<file path="config.mk">
export PLATFORM = sky130hd
export DESIGN_NAME = multicycle_control_unit
export DESIGN_NICKNAME = d
export VERILOG_FILES = /design/src/rtl/multicycle_control_unit.sv
export SDC_FILE = /design/constraint.sdc
export NUM_CORES = 1
export LEC_CHECK = 0
export ABC_AREA = 1
export CORE_UTILIZATION = 45
export DETAILED_ROUTE_END_ITERATION = 10
export DONT_BUFFER_PORTS = 1
export PLACE_DENSITY = 0.62
export SYNTH_ARGS = -nofsm -noshare
export SYNTH_HDL_FRONTEND = slang
export SYNTH_SLANG_ARGS = --single-unit
</file>
<file path="constraint.sdc">
create_clock -name clk -period 3 [get_ports clk]
set_clock_uncertainty 0.1 [all_clocks]
set_input_delay 0.6 -clock clk [delete_from_list [all_inputs] [get_ports clk]]
set_output_delay 0.6 -clock clk [all_outputs]
set_load 0.02 [all_outputs]
</file>
<file path="src/rtl/multicycle_control_unit.sv">
// Main FSM sequencer for the multicycle RISC datapath: FETCH/DECODE/EXEC/MEM/WB,
// memory-ready stalls and a wrapping retired-instruction counter.
module multicycle_control_unit #(
  parameter int CNT_W = 16
) (
  input  logic             clk,
  input  logic             rst_n,
  input  logic [5:0]       opcode,
  input  logic             zero,
  input  logic             mem_ready,
  output logic             pc_write,
  output logic [1:0]       pc_src,
  output logic             ir_write,
  output logic             ext_op,
  output logic             alu_src,
  output logic [1:0]       alu_op,
  output logic             reg_dst,
  output logic             reg_write,
  output logic             mem_to_reg,
  output logic             mem_read,
  output logic             mem_write,
  output logic             illegal_op,
  output logic [2:0]       state,
  output logic [CNT_W-1:0] instr_count
);

  localparam logic [5:0] OP_R    = 6'h00;
  localparam logic [5:0] OP_J    = 6'h02;
  localparam logic [5:0] OP_BEQ  = 6'h04;
  localparam logic [5:0] OP_ADDI = 6'h08;
  localparam logic [5:0] OP_ANDI = 6'h0C;
  localparam logic [5:0] OP_ORI  = 6'h0D;
  localparam logic [5:0] OP_LW   = 6'h23;
  localparam logic [5:0] OP_SW   = 6'h2B;

  localparam logic [2:0] S_FETCH  = 3'd0;
  localparam logic [2:0] S_DECODE = 3'd1;
  localparam logic [2:0] S_EXEC   = 3'd2;
  localparam logic [2:0] S_MEM    = 3'd3;
  localparam logic [2:0] S_WB     = 3'd4;

  function automatic logic is_legal(input logic [5:0] op);
    case (op)
      OP_R, OP_J, OP_BEQ, OP_ADDI, OP_ANDI, OP_ORI, OP_LW, OP_SW: is_legal = 1'b1;
      default: is_legal = 1'b0;
    endcase
  endfunction

  // Sign-extend for arithmetic, address and branch offsets; logical immediates zero-extend.
  function automatic logic sext_sel(input logic [5:0] op);
    case (op)
      OP_ADDI, OP_LW, OP_SW, OP_BEQ: sext_sel = 1'b1;
      default: sext_sel = 1'b0;
    endcase
  endfunction

  logic [2:0]       state_q, state_d;
  logic [5:0]       op_q, op_d;
  logic [CNT_W-1:0] cnt_q, cnt_d;
  logic             retire_s;

  // State, latched opcode and retire counter registers
  always_ff @(posedge clk or negedge rst_n) begin
    if (!rst_n) begin
      state_q <= S_FETCH;
      op_q    <= 6'h00;
      cnt_q   <= {CNT_W{1'b0}};
    end else begin
      state_q <= state_d;
      op_q    <= op_d;
      cnt_q   <= cnt_d;
    end
  end

  // Next-state, opcode capture and retire detection
  always_comb begin
    state_d  = state_q;
    op_d     = op_q;
    retire_s = 1'b0;
    case (state_q)
      S_FETCH: begin
        if (mem_ready) state_d = S_DECODE;
        else           state_d = S_FETCH;
      end
      S_DECODE: begin
        op_d = opcode;
        if (opcode == OP_J) begin
          state_d  = S_FETCH;
          retire_s = 1'b1;
        end else if (!is_legal(opcode)) begin
          state_d = S_FETCH;
        end else begin
          state_d = S_EXEC;
        end
      end
      S_EXEC: begin
        case (op_q)
          OP_R, OP_ADDI, OP_ANDI, OP_ORI: state_d = S_WB;
          OP_LW, OP_SW:                   state_d = S_MEM;
          OP_BEQ: begin
            state_d  = S_FETCH;
            retire_s = 1'b1;
          end
          default: state_d = S_FETCH;
        endcase
      end
      S_MEM: begin
        if (!mem_ready) begin
          state_d = S_MEM;
        end else if (op_q == OP_LW) begin
          state_d = S_WB;
        end else begin
          state_d  = S_FETCH;
          retire_s = 1'b1;
        end
      end
      S_WB: begin
        state_d  = S_FETCH;
        retire_s = 1'b1;
      end
      default: state_d = S_FETCH;
    endcase
    if (retire_s) cnt_d = cnt_q + {{(CNT_W-1){1'b0}}, 1'b1};
    else          cnt_d = cnt_q;
  end

  // Datapath controls; all forced low while reset is asserted
  always_comb begin
    pc_write   = 1'b0;
    pc_src     = 2'b00;
    ir_write   = 1'b0;
    ext_op     = 1'b0;
    alu_src    = 1'b0;
    alu_op     = 2'b00;
    reg_dst    = 1'b0;
    reg_write  = 1'b0;
    mem_to_reg = 1'b0;
    mem_read   = 1'b0;
    mem_write  = 1'b0;
    illegal_op = 1'b0;
    if (rst_n) begin
      case (state_q)
        S_FETCH: begin
          mem_read = 1'b1;
          if (mem_ready) begin
            ir_write = 1'b1;
            pc_write = 1'b1;
            pc_src   = 2'b00;
          end else begin
            ir_write = 1'b0;
          end
        end
        S_DECODE: begin
          ext_op = sext_sel(opcode);
          if (opcode == OP_J) begin
            pc_write = 1'b1;
            pc_src   = 2'b10;
          end else if (!is_legal(opcode)) begin
            illegal_op = 1'b1;
          end else begin
            pc_write = 1'b0;
          end
        end
        S_EXEC: begin
          ext_op = sext_sel(op_q);
          case (op_q)
            OP_R: alu_op = 2'b10;
            OP_ADDI, OP_LW, OP_SW: begin
              alu_src = 1'b1;
              alu_op  = 2'b00;
            end
            OP_ANDI, OP_ORI: begin
              alu_src = 1'b1;
              alu_op  = 2'b11;
            end
            OP_BEQ: begin
              alu_op   = 2'b01;
              pc_src   = 2'b01;
              pc_write = zero;
            end
            default: alu_op = 2'b00;
          endcase
        end
        S_MEM: begin
          if (op_q == OP_LW) mem_read = 1'b1;
          else               mem_write = 1'b1;
        end
        S_WB: begin
          reg_write  = 1'b1;
          mem_to_reg = (op_q == OP_LW);
          reg_dst    = (op_q == OP_R);
        end
        default: pc_write = 1'b0;
      endcase
    end else begin
      pc_write = 1'b0;
    end
  end

  assign state       = state_q;
  assign instr_count = cnt_q;

endmodule

</file>
==> key figures, run 1 <==
Synth
  • Register area share after synthesis: 0.346
  • Post-synthesis mux area share: 0
  • Adder and majority gate portion of the synthesized area: 0.00693
  • Register bit total from synthesis: 25
  • Syn nets: 276
  • Area of the mapped netlist: 1810 um^2
  • Synth Instances: 265
  • Synth area leader: dfrtp_1
  • Simple-Gate Fraction of Synth Area: 0.472
  • Syn Area/Cell: 6.82 um^2
  • Ys Warns: 0
  • Post-synthesis compound-gate area fraction: 0.0388
  • Largest cells by area after synthesis: dfrtp_1 35%, nand2_1 16%, nand4_1 9.0%
  • Yosys cell types: 24
  • XOR/XNOR share of the synthesized area: 0.0436
  • Post-synth top area share: 0.346
  • Main combinational cell family by area after synthesis: simple AND/OR/NAND/NOR gates

STA
  • Worst slew pin tran: 0.452 ns
  • Slew headroom: 0.700
  • Pins over their slew limit: 0
  • Final worst slack: 0.435 ns
  • Peak Freq: 390 MHz
  • Final hold viol count: 0
  • RSZ-0062 raised after global routing: no
  • Tmin final: 2.57 ns
  • Aggregate negative setup slack: 0 ns
  • Fin crit share: 0.855
  • Setup violators final: 0

Die
  • # IOs: 43
  • Die area: 4270 um^2
  • Chip width: 65.4 um
  • Initial core utilization: 0.483
  • Cell Rows: 22
  • Die Ht: 65.4 um
  • Core box area: 3740 um^2

Outcome
  • Status: finished clean

Clock network
  • Skew-Pair Late Insertion Delay: 0.27 ns
  • Post-CTS Setup Bufs: 0
  • Clk buf depth: 2
  • CTS Buf Count: 3
  • Cts repair resizes: 0
  • Clk sinks: 25
  • Post-CTS Hold Fix Bufs: 1
  • H-tree levels: 1
  • CTS tree: done
  • Clock-pin slew on the worst setup and hold paths: 0.10 ns
  • Clk root buf: clkbuf_8

Global routing
  • Overall Global Routing Usage: 0.214
  • Grt ovf: 0
  • Vias in the first global route: 1478
  • Initial antenna violation count: 0
  • Global-route wire length before repair: 7080 um
  • Largest net degree at the start of global routing: 26

Finish
  • Nets: 278
  • Share of post-route cells with drive strength above 1: 0.109
  • Fillers: 407
  • Syn-to-layout area delta: 5.33%
  • Final Util: 0.508
  • Antenna Diode Count: 0

Run
  • Maxcap violations: 0

Routing
  • Avg Vias per Cell: 5.27
  • Met2 routed WL: 1720 um
  • Uppermost layer routed: met4
  • Initial DRC count: 92
  • Via count: 1654
  • Wirelength per Cell: 13.3 um
  • Metal-1 WL: 2150 um
  • Number of remaining DRC errors: 0
  • Wirelength, routed: 4190 um
  • Post-DRT Antenna Nets: 0
  • Initial DRT Pass Iterations: 4
  • Met3 routed WL: 295 um

Critical path
  • WS Path Type: reg2out
  • Worst EP arrival: 1.87 ns
  • Required @ worst endpoint: 2.30 ns
  • Worst Path Max Fanout: 7
  • Worst setup EP type: primary output
  • R2R Setup Slk: 1.00 ns
  • CP Launch Type: flip-flop

Placement
  • DP HPWL: 3040 um
  • Placer congestion estimate: 0.808
  • PortBufs: 0
  • Dpl ws: 0.688 ns

Pwr
  • Total power: 0.806 mW
  • Leakage power total: 0.998 nW
  • Peak VDD IR: 0.302 mV
  • Pwr/cell area: 423 nW/um^2

Worst hold path
  • Worst min path class: in2async
registers in the layout (all words and copies together), names as in the netlist:
name,cells
instr_count,16
state,3
op_q,6
report_power, final:
group          switching (mW)  total [mW]  internal (mW)
clock network           0.109       0.203         0.0940
logic                   0.108       0.165         0.0568
registers              0.0672       0.438          0.370
cell families after synthesis:
kind of cell    Yosys count
simple gates            177
buf+inv                  39
flops                    25
compound gates           14
xor+xnor                  9
fa+ha+maj                 1
area by class of cell:
| class | count | area [um^2] | share of cell area |
|---|---|---|---|
| flip-flops and latches | 25 | 626 | 0.329 |
| clock buffers | 3 | 41.3 | 0.0217 |
| clock inverters | 1 | 7.51 | 0.00394 |
| multi-input cells | 201 | 1010 | 0.533 |
| repair buffers | 2 | 27.5 | 0.0145 |
| well taps | 48 | 60.1 | 0.0316 |
| inverters | 34 | 128 | 0.0671 |
cell usage in the layout, fill, tap and decap left out:
cell / Yosys / routed
a21oi_1: 4 / 4
or2_4: 1 / 1
nor2_2: 1 / 1
nand2_4: 1 / 1
buf_4: 0 / 1
dfrtp_1: 25 / 25
nor2_4: 1 / 1
xnor2_1: 4 / 4
nor2_1: 37 / 37
xor2_1: 5 / 5
nand3_1: 18 / 18
nand3_4: 2 / 2
nand4_1: 26 / 26
nand2_2: 11 / 11
inv_2: 4 / 4
nor3_1: 1 / 1
nor4_1: 1 / 1
nor2_8: 1 / 1
o21ai_0: 10 / 10
inv_1: 30 / 30
or2_2: 1 / 1
clkbuf_8: 0 / 3
buf_12: 1 / 1
ha_1: 1 / 1
nand2_1: 75 / 75
clkinvlp_4: 0 / 1
stage by stage:
stage | instance area, um^2 | std cells | hold WS (ns)
after global routing | 1900 | 314 | 0.0310
after floorplan | 1810 | 265 | 0.204
after CTS | 1900 | 314 | 0.0285
final | 1900 | 314 | 0.0288
after global placement | 1830 | 309 | 0.205
after detailed placement | 1830 | 309 | 0.205
final timing paths:
path / from / end / depth (start not counted)
worst min-delay path: rst_n / instr_count[8]$_DFFE_PN0P_ / 1
max in group asynchronous: rst_n / instr_count[2]$_DFFE_PN0P_ / 1
worst max-delay path: state[2]$_DFF_PN0_ / illegal_op / 7
worst max register to register: state[2]$_DFF_PN0_ / instr_count[8]$_DFFE_PN0P_ / 7
worst min register to register: op_q[0]$_DFFE_PN0P_ / op_q[0]$_DFFE_PN0P_ / 2
min in group clk: opcode[5] / op_q[5]$_DFFE_PN0P_ / 2
critical path, cell delays in order (launching register included):
cell and delay [ns]:
dfrtp_1 0.53, nor2_1 0.22, nand2_1 0.18, inv_2 0.14, o21ai_0 0.09, inv_1 0.07, nand2_1 0.05, nor2_1 0.32
cell usage after synthesis (all sizes together):
master	count
a21oi	4
buf	5
dfrtp	25
ha	1
inv	34
nand2	87
nand3	20
nand4	26
nor2	40
nor3	1
nor4	1
o21ai	10
or2	2
xnor2	4
xor2	5
layer usage:
metal | vias up | GRT usage
li1 | 863 | -
met1 | 725 | 0.328
met2 | 64 | 0.300
met3 | 2 | 0.0469
met4 | 0 | 0.0516
met5 | - | 0
(Power assumes the default switching activity.)
==> run 2, diff against run 1 <==
--- a/config.mk
+++ b/config.mk
@@ -6,6 +6,7 @@
 export NUM_CORES = 1
 export LEC_CHECK = 0
 export ABC_AREA = 1
+export CORE_MARGIN = 1.5
 export CORE_UTILIZATION = 45
 export DETAILED_ROUTE_END_ITERATION = 10
 export DONT_BUFFER_PORTS = 1
==> run 2 against run 1 <==
Effect of this change:
- core utilization down 0.44 points
- first-iteration DRC count decreased by 22%
- non-clock buffer count unchanged
- cell count stayed put
- routed wire length fell by 0.41%
- sequential share of layout area is essentially flat
- sequential power about the same
- clock power about the same
- die area increased by 3.1%
- via count is 0.67% lower
- hold slack improved by 0.0017 ns
- register-to-register slack got worse by 0.02 ns
==> key figures, run 2 (synthesis gave the netlist of run 1 again) <==
Outcome
  • Status: finished clean

Critical path
  • Slowest cell delay on critical path: 0.54 ns
  • R2r worst-path depth: 7
  • Worst setup EP type: primary output
  • CP max-delay cell: dfrtp_1
  • CP bufs+invs: 2
  • Crit path max-delay family: simple AND/OR/NAND/NOR gates
  • CP Launch Type: flip-flop
  • Worst EP arrival: 1.88 ns
  • Worst r2r src: state[2]$_DFF_PN0_
  • Required @ worst endpoint: 2.30 ns
  • Crit-path cells: nor2_1 -> nand2_1 -> inv_2 -> o21ai_0 -> inv_1 -> nand2_1 -> nor2_1
  • R2R Setup Slk: 0.98 ns
  • WS Path Type: reg2out
  • Worst Path Max Fanout: 7
  • R2R Path End: instr_count[8]$_DFFE_PN0P_

Routing
  • Initial DRT Pass Iterations: 4
  • Initial DRC count: 72
  • Wirelength per Cell: 13.3 um
  • Number of remaining DRC errors: 0
  • Avg Vias per Cell: 5.23
  • Wirelength, routed: 4170 um
  • Via count: 1643
  • Post-DRT Antenna Nets: 0

Global routing
  • Global-route wire length before repair: 7000 um
  • Overall Global Routing Usage: 0.207
  • Initial antenna violation count: 0
  • Vias in the first global route: 1499
  • Largest net degree at the start of global routing: 26
  • Grt ovf: 0

STA
  • Aggregate negative setup slack: 0 ns
  • Fin crit share: 0.861
  • Pins over their slew limit: 0
  • RSZ-0062 raised after global routing: no
  • Slew headroom: 0.706
  • Min Hold Slack: 0.0305 ns
  • Tmin final: 2.58 ns
  • Peak Freq: 387 MHz
  • Setup violators final: 0
  • Final hold viol count: 0
  • Final worst slack: 0.416 ns
  • Worst slew pin tran: 0.442 ns

Die
  • Initial core utilization: 0.479
  • Die Ht: 66.4 um
  • # IOs: 43
  • Chip width: 66.4 um
  • Core box area: 3770 um^2
  • Cell Rows: 22
  • Die area: 4400 um^2

Clock network
  • H-tree levels: 1
  • Cts repair resizes: 0
  • CTS tree: done
  • Post-CTS Setup Bufs: 0
  • Clk root buf: clkbuf_8
  • Clk sinks: 25
  • Clk buf depth: 2
  • Post-CTS Hold Fix Bufs: 1
  • Skew-Pair Late Insertion Delay: 0.27 ns
  • Clock-pin slew on the worst setup and hold paths: 0.09 ns
  • CTS Buf Count: 3

Finish
  • Share of post-route cells with drive strength above 1: 0.109
  • Nets: 278
  • Max reg flops: 16
  • Fillers: 400
  • Antenna Diode Count: 0
  • Syn-to-layout area delta: 5.19%
  • Design area: 1900 um^2
  • Most frequent cells in the layout: 75 x nand2_1, 37 x nor2_1, 30 x inv_1, 26 x nand4_1, 25 x dfrtp_1
  • Commonest non-fill, non-tap cell in the layout: nand2_1
  • Fin cells: 314

Worst hold path
  • Worst min path class: in2async

Placement
  • Placed Area: 1830 um^2
  • Placed insts: 309
  • PortBufs: 0
  • Dpl ws: 0.660 ns
  • Placer congestion estimate: 0.834
  • DP HPWL: 3110 um

Run
  • Maxcap violations: 0

Pwr
  • Pwr/cell area: 421 nW/um^2
  • Leakage power total: 1.00 nW
  • Peak VDD IR: 0.301 mV
## run 2: layout make-up
type	instances	area [um^2]	area share
Clock buffer	3	41.3	0.0217
Clock inverter	1	5.00	0.00263
Inverter	34	128	0.0671
Multi-Input combinational cell	201	1010	0.533
Sequential cell	25	626	0.329
Tap cell	48	60.1	0.0316
Timing Repair Buffer	2	27.5	0.0145
## run 2: layer usage
metal | part of all wire | track usage | up-vias
li1 | - | - | 855
met1 | 0.50 | 0.298 | 731
met2 | 0.41 | 0.308 | 53
met3 | 0.078 | 0.0596 | 4
met4 | 0.0089 | 0.0459 | 0
met5 | 0 | 0 | -
## run 2: power breakdown
group / switching [mW] / internal, mW
combinational: 0.108 / 0.0567
clock: 0.108 / 0.0930
sequential: 0.0641 / 0.370
## run 2: stage by stage
stage / utilization / power [mW]
6_report: 0.504 / 0.800
5_1_grt: 0.504 / 0.853
4_1_cts: 0.504 / 0.813
3_5_place_dp: 0.486 / 0.597
3_3_place_gp: 0.486 / 0.596
2_1_floorplan: - / 0.570
## run 2: worst max-delay path by stage
stage          slack (ns)          to  cells after the start                from
2_1_floorplan        0.86   pc_src[1]                      5           opcode[4]
3_3_place_gp         0.69   pc_src[1]                      5           opcode[4]
3_5_place_dp         0.66   pc_src[1]                      5           opcode[4]
4_1_cts              0.40  illegal_op                      7  state[2]$_DFF_PN0_
5_1_grt              0.25  illegal_op                      7  state[2]$_DFF_PN0_
6_report             0.42  illegal_op                      7  state[2]$_DFF_PN0_
==> run 3, diff against run 2 <==
--- a/config.mk
+++ b/config.mk
@@ -6,6 +6,7 @@
 export NUM_CORES = 1
 export LEC_CHECK = 0
 export ABC_AREA = 1
+export CAP_MARGIN = 0
 export CORE_MARGIN = 1.5
 export CORE_UTILIZATION = 45
 export DETAILED_ROUTE_END_ITERATION = 10
==> results of run 3 <==
Same layout as run 2: the final DEF is identical, and so are final timing and power.
